`src/rtl/bclk_training_ctrl.sv`:
```
// bclk_training_ctrl
// Fabric-side BCLK training controller for a DDR3 PHY lane.
// The controller steps the IOD input delay line one tap at a time and
// samples the deserialized BCLK pattern at every tap. It finds the stable
// eye between two pattern transitions, moves the delay line back to the
// eye centre, and then reports done or error.
//
// Ports:
//   fab_clk                  fabric clock (same as IOD RX_CLK)
//   arst                     asynchronous active-high reset
//   train_start              single-cycle start request (IDLE/DONE/ERR only)
//   rx_data[7:0]             deserialized BCLK pattern
//   delay_line_out_of_range  IOD range flag, checked at every evaluation
//   delay_line_load          pulse: reload base delay (tap 0)
//   delay_line_move          pulse: step delay by one tap
//   delay_line_direction     1 = increment, 0 = decrement (held between moves)
//   eye_monitor_clear_flags  pulsed with every load/move
//   train_busy               training in progress
//   train_done, train_err    sticky status, cleared by the next accepted start
//   tap_count[7:0]           current tap relative to base
//   eye_left, eye_right      first/last stable tap of the detected eye
//
// state  | meaning
// IDLE   | waiting for start after reset
// LOAD   | load pulse visible, tap_count = 0
// SETTLE | wait SETTLE_CYCLES after a load/move
// SAMPLE | capture SAMPLE_COUNT words, track whether they all match
// EVAL   | classify the tap and advance the search phase
// STEP   | increment move pulse visible
// CENTER | walk back to the eye centre, settle gap between moves
// DONE   | eye found and centred
// ERR    | training failed, tap frozen
module bclk_training_ctrl #(
  parameter int NUM_TAPS      = 128,
  parameter int SETTLE_CYCLES = 8,
  parameter int SAMPLE_COUNT  = 4,
  parameter int MIN_EYE       = 4
) (
  input  logic       fab_clk,
  input  logic       arst,
  input  logic       train_start,
  input  logic [7:0] rx_data,
  input  logic       delay_line_out_of_range,
  output logic       delay_line_load,
  output logic       delay_line_move,
  output logic       delay_line_direction,
  output logic       eye_monitor_clear_flags,
  output logic       train_busy,
  output logic       train_done,
  output logic       train_err,
  output logic [7:0] tap_count,
  output logic [7:0] eye_left,
  output logic [7:0] eye_right
);

  typedef enum logic [3:0] {
    S_IDLE, S_LOAD, S_SETTLE, S_SAMPLE, S_EVAL, S_STEP, S_CENTER, S_DONE, S_ERR
  } state_t;

  typedef enum logic [1:0] {
    P_SEEK_REF, P_SEEK_E1, P_SEEK_L, P_SEEK_E2
  } phase_t;

  localparam logic [7:0]  LAST_TAP    = 8'(NUM_TAPS - 1);
  localparam logic [15:0] SETTLE_LAST = 16'(SETTLE_CYCLES - 1);
  localparam logic [15:0] SETTLE_GAP  = 16'(SETTLE_CYCLES);
  localparam logic [15:0] SAMPLE_LAST = 16'(SAMPLE_COUNT - 1);
  localparam logic [8:0]  MIN_WIDTH   = 9'(MIN_EYE);

  state_t      state;
  phase_t      phase;
  logic [15:0] cnt;
  logic [7:0]  pat;
  logic [7:0]  ref_pat;
  logic [7:0]  new_pat;
  logic        stable;
  logic [7:0]  target;

  // Eye end is evaluated at the first tap past the eye, so the right edge
  // is one below the current tap and the width is simply tap - left.
  logic       eye_end;
  logic [7:0] right_tap;
  logic [8:0] eye_width;
  logic [8:0] eye_sum;

  assign eye_end   = !stable || (pat != new_pat);
  assign right_tap = tap_count - 8'd1;
  assign eye_width = {1'b0, tap_count} - {1'b0, eye_left};
  assign eye_sum   = {1'b0, eye_left} + {1'b0, right_tap};

  always_ff @(posedge fab_clk or posedge arst) begin
    if (arst) begin
      state                   <= S_IDLE;
      phase                   <= P_SEEK_REF;
      cnt                     <= '0;
      pat                     <= '0;
      ref_pat                 <= '0;
      new_pat                 <= '0;
      stable                  <= 1'b0;
      target                  <= '0;
      delay_line_load         <= 1'b0;
      delay_line_move         <= 1'b0;
      delay_line_direction    <= 1'b0;
      eye_monitor_clear_flags <= 1'b0;
      train_busy              <= 1'b0;
      train_done              <= 1'b0;
      train_err               <= 1'b0;
      tap_count               <= '0;
      eye_left                <= '0;
      eye_right               <= '0;
    end else begin
      delay_line_load         <= 1'b0;
      delay_line_move         <= 1'b0;
      eye_monitor_clear_flags <= 1'b0;
      case (state)
        S_IDLE, S_DONE, S_ERR: begin
          if (train_start) begin
            state                   <= S_LOAD;
            phase                   <= P_SEEK_REF;
            delay_line_load         <= 1'b1;
            eye_monitor_clear_flags <= 1'b1;
            tap_count               <= '0;
            train_busy              <= 1'b1;
            train_done              <= 1'b0;
            train_err               <= 1'b0;
            eye_left                <= '0;
            eye_right               <= '0;
          end
        end
        S_LOAD, S_STEP: begin
          state <= S_SETTLE;
          cnt   <= SETTLE_LAST;
        end
        S_SETTLE: begin
          if (cnt == 16'd0) begin
            state <= S_SAMPLE;
            cnt   <= SAMPLE_LAST;
          end else begin
            cnt <= cnt - 16'd1;
          end
        end
        S_SAMPLE: begin
          if (cnt == SAMPLE_LAST) begin
            pat    <= rx_data;
            stable <= 1'b1;
          end else if (rx_data != pat) begin
            stable <= 1'b0;
          end
          if (cnt == 16'd0) state <= S_EVAL;
          else              cnt   <= cnt - 16'd1;
        end
        S_EVAL: begin
          if (delay_line_out_of_range) begin
            state      <= S_ERR;
            train_err  <= 1'b1;
            train_busy <= 1'b0;
          end else if (phase == P_SEEK_E2 && eye_end) begin
            eye_right <= right_tap;
            if (eye_width < MIN_WIDTH) begin
              state      <= S_ERR;
              train_err  <= 1'b1;
              train_busy <= 1'b0;
            end else begin
              target <= eye_sum[8:1];
              state  <= S_CENTER;
              cnt    <= '0;
            end
          end else begin
            case (phase)
              P_SEEK_REF: if (stable) begin
                ref_pat <= pat;
                phase   <= P_SEEK_E1;
              end
              P_SEEK_E1: if (!stable || pat != ref_pat) phase <= P_SEEK_L;
              P_SEEK_L: if (stable) begin
                new_pat  <= pat;
                eye_left <= tap_count;
                phase    <= P_SEEK_E2;
              end
              default: ;
            endcase
            if (tap_count == LAST_TAP) begin
              state      <= S_ERR;
              train_err  <= 1'b1;
              train_busy <= 1'b0;
            end else begin
              state                   <= S_STEP;
              delay_line_move         <= 1'b1;
              delay_line_direction    <= 1'b1;
              eye_monitor_clear_flags <= 1'b1;
              tap_count               <= tap_count + 8'd1;
            end
          end
        end
        S_CENTER: begin
          // cnt holds the remaining settle gap after each decrement move.
          if (cnt != 16'd0) begin
            cnt <= cnt - 16'd1;
          end else if (tap_count == target) begin
            state      <= S_DONE;
            train_done <= 1'b1;
            train_busy <= 1'b0;
          end else begin
            delay_line_move         <= 1'b1;
            delay_line_direction    <= 1'b0;
            eye_monitor_clear_flags <= 1'b1;
            tap_count               <= tap_count - 8'd1;
            cnt                     <= SETTLE_GAP;
          end
        end
        default: state <= S_IDLE;
      endcase
    end
  end

endmodule

```
`config.mk`:
```
export PLATFORM = sky130hd
export DESIGN_NAME = bclk_training_ctrl
export DESIGN_NICKNAME = d
export VERILOG_FILES = /design/src/rtl/bclk_training_ctrl.sv
export SDC_FILE = /design/constraint.sdc
export NUM_CORES = 1
export LEC_CHECK = 0
export BUFFER_PORTS_ARGS = -buffer_cell sky130_fd_sc_hd__buf_2
export CAP_MARGIN = 20
export CORE_MARGIN = 2
export CORE_UTILIZATION = 50
export DETAILED_ROUTE_END_ITERATION = 16
export PLACE_DENSITY = 0.82
export SKIP_CTS_REPAIR_TIMING = 1
export SKIP_LAST_GASP = 1
export SLEW_MARGIN = 15
export SYNTH_ARGS = -nofsm -noshare
export SYNTH_HDL_FRONTEND = slang
export SYNTH_SLANG_ARGS = --single-unit
```
`constraint.sdc`:
```
create_clock -name fab_clk -period 3.22 [get_ports fab_clk]
set_input_delay 0.966 -clock fab_clk [delete_from_list [all_inputs] [get_ports fab_clk]]
set_output_delay 0.966 -clock fab_clk [all_outputs]
set_load 0.1 [all_outputs]
```
==> After elaboration in Yosys (flattened, before gate mapping) <==
Cells that the tools add are included.
{ "word_totals": {"reg_bits": 86, "inputBits": 12, "output_inout_bits": 31, "elab_cells": 171} }
{ "op_classes": {"add_sub_neg": 5, "order_cmp": 1, "eq_ne": 38, "mux": 75, "bitwise_logic": 3, "reduce_logical": 31} }
{ "op_table": {"columns": ["operator", "count"], "rows": [
  ["16-bit two-way mux", 7],
  ["8-bit two-way mux", 12],
  ["16-bit case mux with 5 select lines", 1],
  ["4-bit two-way mux", 9],
  ["8-bit case mux with 2 select lines", 2],
  ["1-bit two-way mux", 28],
  ["2-bit inequality test, second input constant", 13],
  ["8-bit inequality test", 3],
  ["4-bit case mux with 6 select lines", 1],
  ["8-bit case mux with 3 select lines", 1],
  ["6-bit AND reduction", 4],
  ["16-bit by 2-bit == test with 1-bit output, second input constant", 1],
  ["4-bit by 3-bit == test with 1-bit output, second input constant", 4],
  ["16-bit zero test", 1],
  ["4-bit AND reduction", 4],
  ["16-bit nonzero test", 1],
  ["16-bit by 1-bit subtractor with 16-bit output, second input constant", 1],
  ["5-bit AND reduction", 3],
  ["2-bit two-way mux", 6],
  ["3-bit inequality test, second input constant", 4],
  ["8-bit by 8-bit adder with 9-bit output", 1],
  ["9-bit by 3-bit < comparator with 1-bit output, second input constant", 1],
  ["8-bit by 8-bit subtractor with 9-bit output", 1],
  ["8-bit by 1-bit adder with 8-bit output, second input constant", 1],
  ["29 further kinds", 43]
]} }

==> Longest topological paths before layout <==
{ "depth": {"ltp_word": 7, "mapped_depth": 13, "depth_no_buf": 12} }

==> Worst setup path before layout <==
OpenSTA, ideal clock, no wires.
{ "synth_path": {"path_kind": "register -> register", "start": "register eye_left[2]", "end": "register cnt[12]", "setup_ns": 0.133, "arrival_time_ns": 3.234, "required_time_ns": 3.087, "setup_slack_ns": -0.147, "stages_incl_launch_ff": 11, "synth_period_minus_slack_ns": 3.367, "path_cell_list": "dfrtp_1 > inv_1 > ha_1 > a21o_1 > a31oi_4 > o21ai_2 > or4b_4 > a2111oi_4 > or3_1 > buf_6 > o41ai_1"} }
{ "synth_between": {"elab_chain_len": 4} }
{ "synth_lines": {"columns": ["element", "line_no", "rtl"], "rows": [
  ["start, declared", "52", "output logic [7:0] eye_left,"],
  ["start signal, assigned", "177", "eye_left <= tap_count;"],
  ["8-bit by 8-bit subtractor with 9-bit output", "88", "assign eye_width = {1'b0, tap_count} - {1'b0, eye_left};"],
  ["9-bit by 3-bit < comparator with 1-bit output", "159", "if (eye_width < MIN_WIDTH) begin"],
  ["2-bit inequality test (no source line)", null, null],
  ["6-bit AND reduction (no source line)", null, null],
  ["end signal, assigned", "139", "cnt <= cnt - 16'd1;"],
  ["end signal, assigned", "150", "else cnt <= cnt - 16'd1;"],
  ["end signal, assigned", "198", "cnt <= cnt - 16'd1;"],
  ["end, declared", "72", "logic [15:0] cnt;"]
]} }
Every way passes these cells.
A chain may end at the register's enable or synchronous reset.

==> Worst setup path after layout <==
{ "layout_path": {"start": "register eye_left[2]", "end": "register cnt[4]"} }
The elaborated chain is that of the path after synthesis.

==> results.sh <==
export IMPL_cts_sinks=86
export IMPL_syn_nets=595
export IMPL_grt_usage_pct=23.5
export IMPL_ys_ff_latch=86
export IMPL_cellPowerDensity_nw_per_um2=1020
export IMPL_wire_per_inst_um=17.1
export IMPL_syn_inst=559
export IMPL_path_cells="inv_1, ha_1, a21o_1, a31oi_4, o21ai_2, or4b_4, a2111oi_4, or3_1, o21ai_1"
export IMPL_grt_pass1_wl_um=21400
export IMPL_period_share_pct=93.6
export IMPL_register_area_um2=2160
export IMPL_period_needed_ns=3.01
export IMPL_cp_slowest_cell="or4b_4"
export IMPL_drive_above_1_share_pct=20.2
export IMPL_critical_path_endpoint_type="flip-flop"
export IMPL_regToRegStartpoint="eye_left[2]$_DFFE_PP0P_"
export IMPL_synth_area_leaders="dfrtp_1 40%, ha_1 5.4%, xnor2_1 4.6%"
export IMPL_synth_edf_count=0
export IMPL_wirelength_um=12700
export IMPL_dieHeight_um=107
export IMPL_reg2reg_slack_ns=0.21
export IMPL_critPathTopFamily="compound AO/OA/AOI/OAI gates"
export IMPL_dp_hpwl_um=9230
export IMPL_utilization_pct=57.2
export IMPL_gp_congestion=0.923
export IMPL_setup_violations_final=0
export IMPL_worst_setup_path_start_kind="flip-flop"
export IMPL_r2r_cells=9
export IMPL_grt_max_degree=56
export IMPL_leakagePower_nw=2.80
export IMPL_path_buf_inv=1
export IMPL_finalPower_mw=6.03
export IMPL_worstPathArrival_ns=3.25
export IMPL_synthesis_area_um2=5350
export IMPL_rows=37
export IMPL_fill_cells=910
export IMPL_setup_tns_ns=0
export IMPL_core_um2=10400
export IMPL_rsz0062_at_grt="false"
export IMPL_antenna_found_initial=0
export IMPL_synth_most_common_cell="dfrtp_1"
export IMPL_synth_seq_area_share_pct=40.2
export IMPL_overflow=0
export IMPL_hold_class="flip-flop to flip-flop"
export IMPL_yosys_top_cells_count="86 x dfrtp_1, 43 x nand2_1, 41 x nor2_1"
export IMPL_cts_tree="yes"
export IMPL_multi_input_area_um2=2950
export IMPL_insertion_delay_ns=0.37
export IMPL_clock_fmax_mhz=332
export IMPL_synth_cell_types=72
export IMPL_ir_drop_mv=0.506
export IMPL_regToRegEndpoint="cnt[4]$_DFFE_PP0P_"
export IMPL_grt_pass1_vias=4346
export IMPL_clk_path_buf_depth=2
export IMPL_avgViaCountPerCell=6.03
export IMPL_drtIter0Drc=303
export IMPL_slew_viol_final=0
export IMPL_async_flop_share_pct=100
export IMPL_synth_top_area_share_pct=40.2
export IMPL_synth_warnings=0
export IMPL_maxCapViolations=0
export IMPL_max_slew_margin_pct=51.5
export IMPL_worst_slew_pin_slew_ns=0.718
export IMPL_dr_total_vias=4470
export IMPL_post_route_drc_count=0
export IMPL_clock_skew_ns=0.00900
export IMPL_hold_worst_slack_ns=0.497
export IMPL_synth_largest_area_cell="dfrtp_1"
export IMPL_area_delta_synth_final_pct=10.8
export IMPL_min_from="train_err$_DFFE_PP0P_"
export IMPL_dr_pass1_iters=7
export IMPL_critPathRequiredTime_ns=3.46
export IMPL_critPathMaxFanout=11
export IMPL_num_io_pins=43
export IMPL_root_buffer="clkbuf_8"
export IMPL_status="complete, no violations"
export IMPL_finalNetCount=636
export IMPL_cp_depth=9
export IMPL_portBuffers=42
export IMPL_postRouteAntennaNets=0
export IMPL_synth_area_per_cell_um2=9.58
export IMPL_crit_type="flip-flop to flip-flop"
export IMPL_holdPathStages=1
export IMPL_slowest_delay_ns=0.55
export IMPL_htree_levels=3
export IMPL_diodes=0
export IMPL_cts_clk_slew_worst_paths_ns=0.10
export IMPL_cts_made_buffers=9
export IMPL_synthFlopType="dfrtp_1"
export IMPL_dieArea_um2=11500
export IMPL_die_w_um=107
export IMPL_hold_viol=0
export IMPL_initial_utilization_pct=51.6
export IMPL_min_to="train_err$_DFFE_PP0P_"
[cells in the final DEF, fill, tap and decap left out, types with 3 or more instances in the layout]
cell type,instances
nor2b_1,5
dfrtp_1,81
or3_1,7
o31ai_1,19
nor3_1,15
clkbuf_8,9
mux2_2,20
buf_4,19
mux2i_1,4
a21o_1,9
o41ai_1,7
a21oi_1,29
buf_2,42
xnor2_1,28
nor4_1,5
nand2_1,43
inv_1,23
a31oi_1,4
o32ai_1,3
dfrtp_2,5
a22o_1,4
mux2_1,11
nand2b_1,7
nand4_1,5
ha_1,23
xor2_1,15
nand3b_1,3
o21ai_1,11
nor2_1,41
nand3_1,27
clkinv_4,3
o21ai_0,23
[how the worst max path moves through the flow]
stage                                   from                     to  slack [ns]
floorplan           tap_count[1]$_DFFE_PP0P_  target[7]$_DFFE_PP0P_      0.0001
global placement    tap_count[0]$_DFFE_PP0P_  target[7]$_DFFE_PP0P_        0.24
detailed placement  tap_count[0]$_DFFE_PP0P_  target[7]$_DFFE_PP0P_        0.18
CTS                 tap_count[0]$_DFFE_PP0P_  target[7]$_DFFE_PP0P_        0.17
global route        tap_count[1]$_DFFE_PP0P_  target[6]$_DFFE_PP0P_        0.01
finish               eye_left[2]$_DFFE_PP0P_     cnt[4]$_DFFE_PP0P_        0.21
[power breakdown]
part / switching, mW / internal (mW) / total [mW]
combinational: 2.30 / 1.23 / 3.53
sequential: 0.402 / 1.38 / 1.78
clock: 0.425 / 0.288 / 0.713
[state kept, by name (all words and copies together), names as in the netlist]
signal                   count
eye_left                     8
state                        4
delay_line_load              1
phase                        2
pat                          8
delay_line_direction         1
train_busy                   1
target                       8
tap_count                    8
stable                       1
eye_monitor_clear_flags      1
eye_right                    8
train_done                   1
new_pat                      8
ref_pat                      8
delay_line_move              1
train_err                    1
cnt                         16
[area by class of cell]
class,count,share of cell area (%)
Clock inverter,7,0.949
Inverter,26,1.71
Tap cell,136,2.87
Clock buffer,9,2.09
Sequential cell,86,36.4
Multi-Input combinational cell,415,49.7
Timing Repair Buffer,62,6.29
[per-layer routing]
metal / vias to the layer above / part of all wire, % / global-route usage (%) / wire [um]
met4: 0 / 2.0 / 7.51 / 250
met1: 2194 / 42 / 29.7 / 5390
met5: - / 0 / 0 / 0
met3: 18 / 6.6 / 5.08 / 832
li1: 2091 / - / - / -
met2: 167 / 49 / 40.2 / 6220
[through the flow]
stage          instances  setup slack, ns  instance area (um2)
2_1_floorplan        559         0.000116                 5360
4_1_cts              741            0.166                 5930
5_1_grt              741           0.0131                 5930
3_5_place_dp         725            0.185                 5750
6_report             741            0.206                 5930
3_3_place_gp         725            0.243                 5750
[cells by family (layout without fill, tap and decap cells)]
group	after synthesis	after routing	share of synthesized area, %
AO/OA/AOI/OAI	138	138	18.2
XOR/XNOR	43	43	7.04
adder cells (fa/ha/maj)	24	24	5.75
buffers and inverters	58	104	4.79
flip-flops	86	86	40.2
multiplexers	35	35	7.27
AND/OR/NAND/NOR	175	175	16.8
Power figures use the tool's default switching activity.
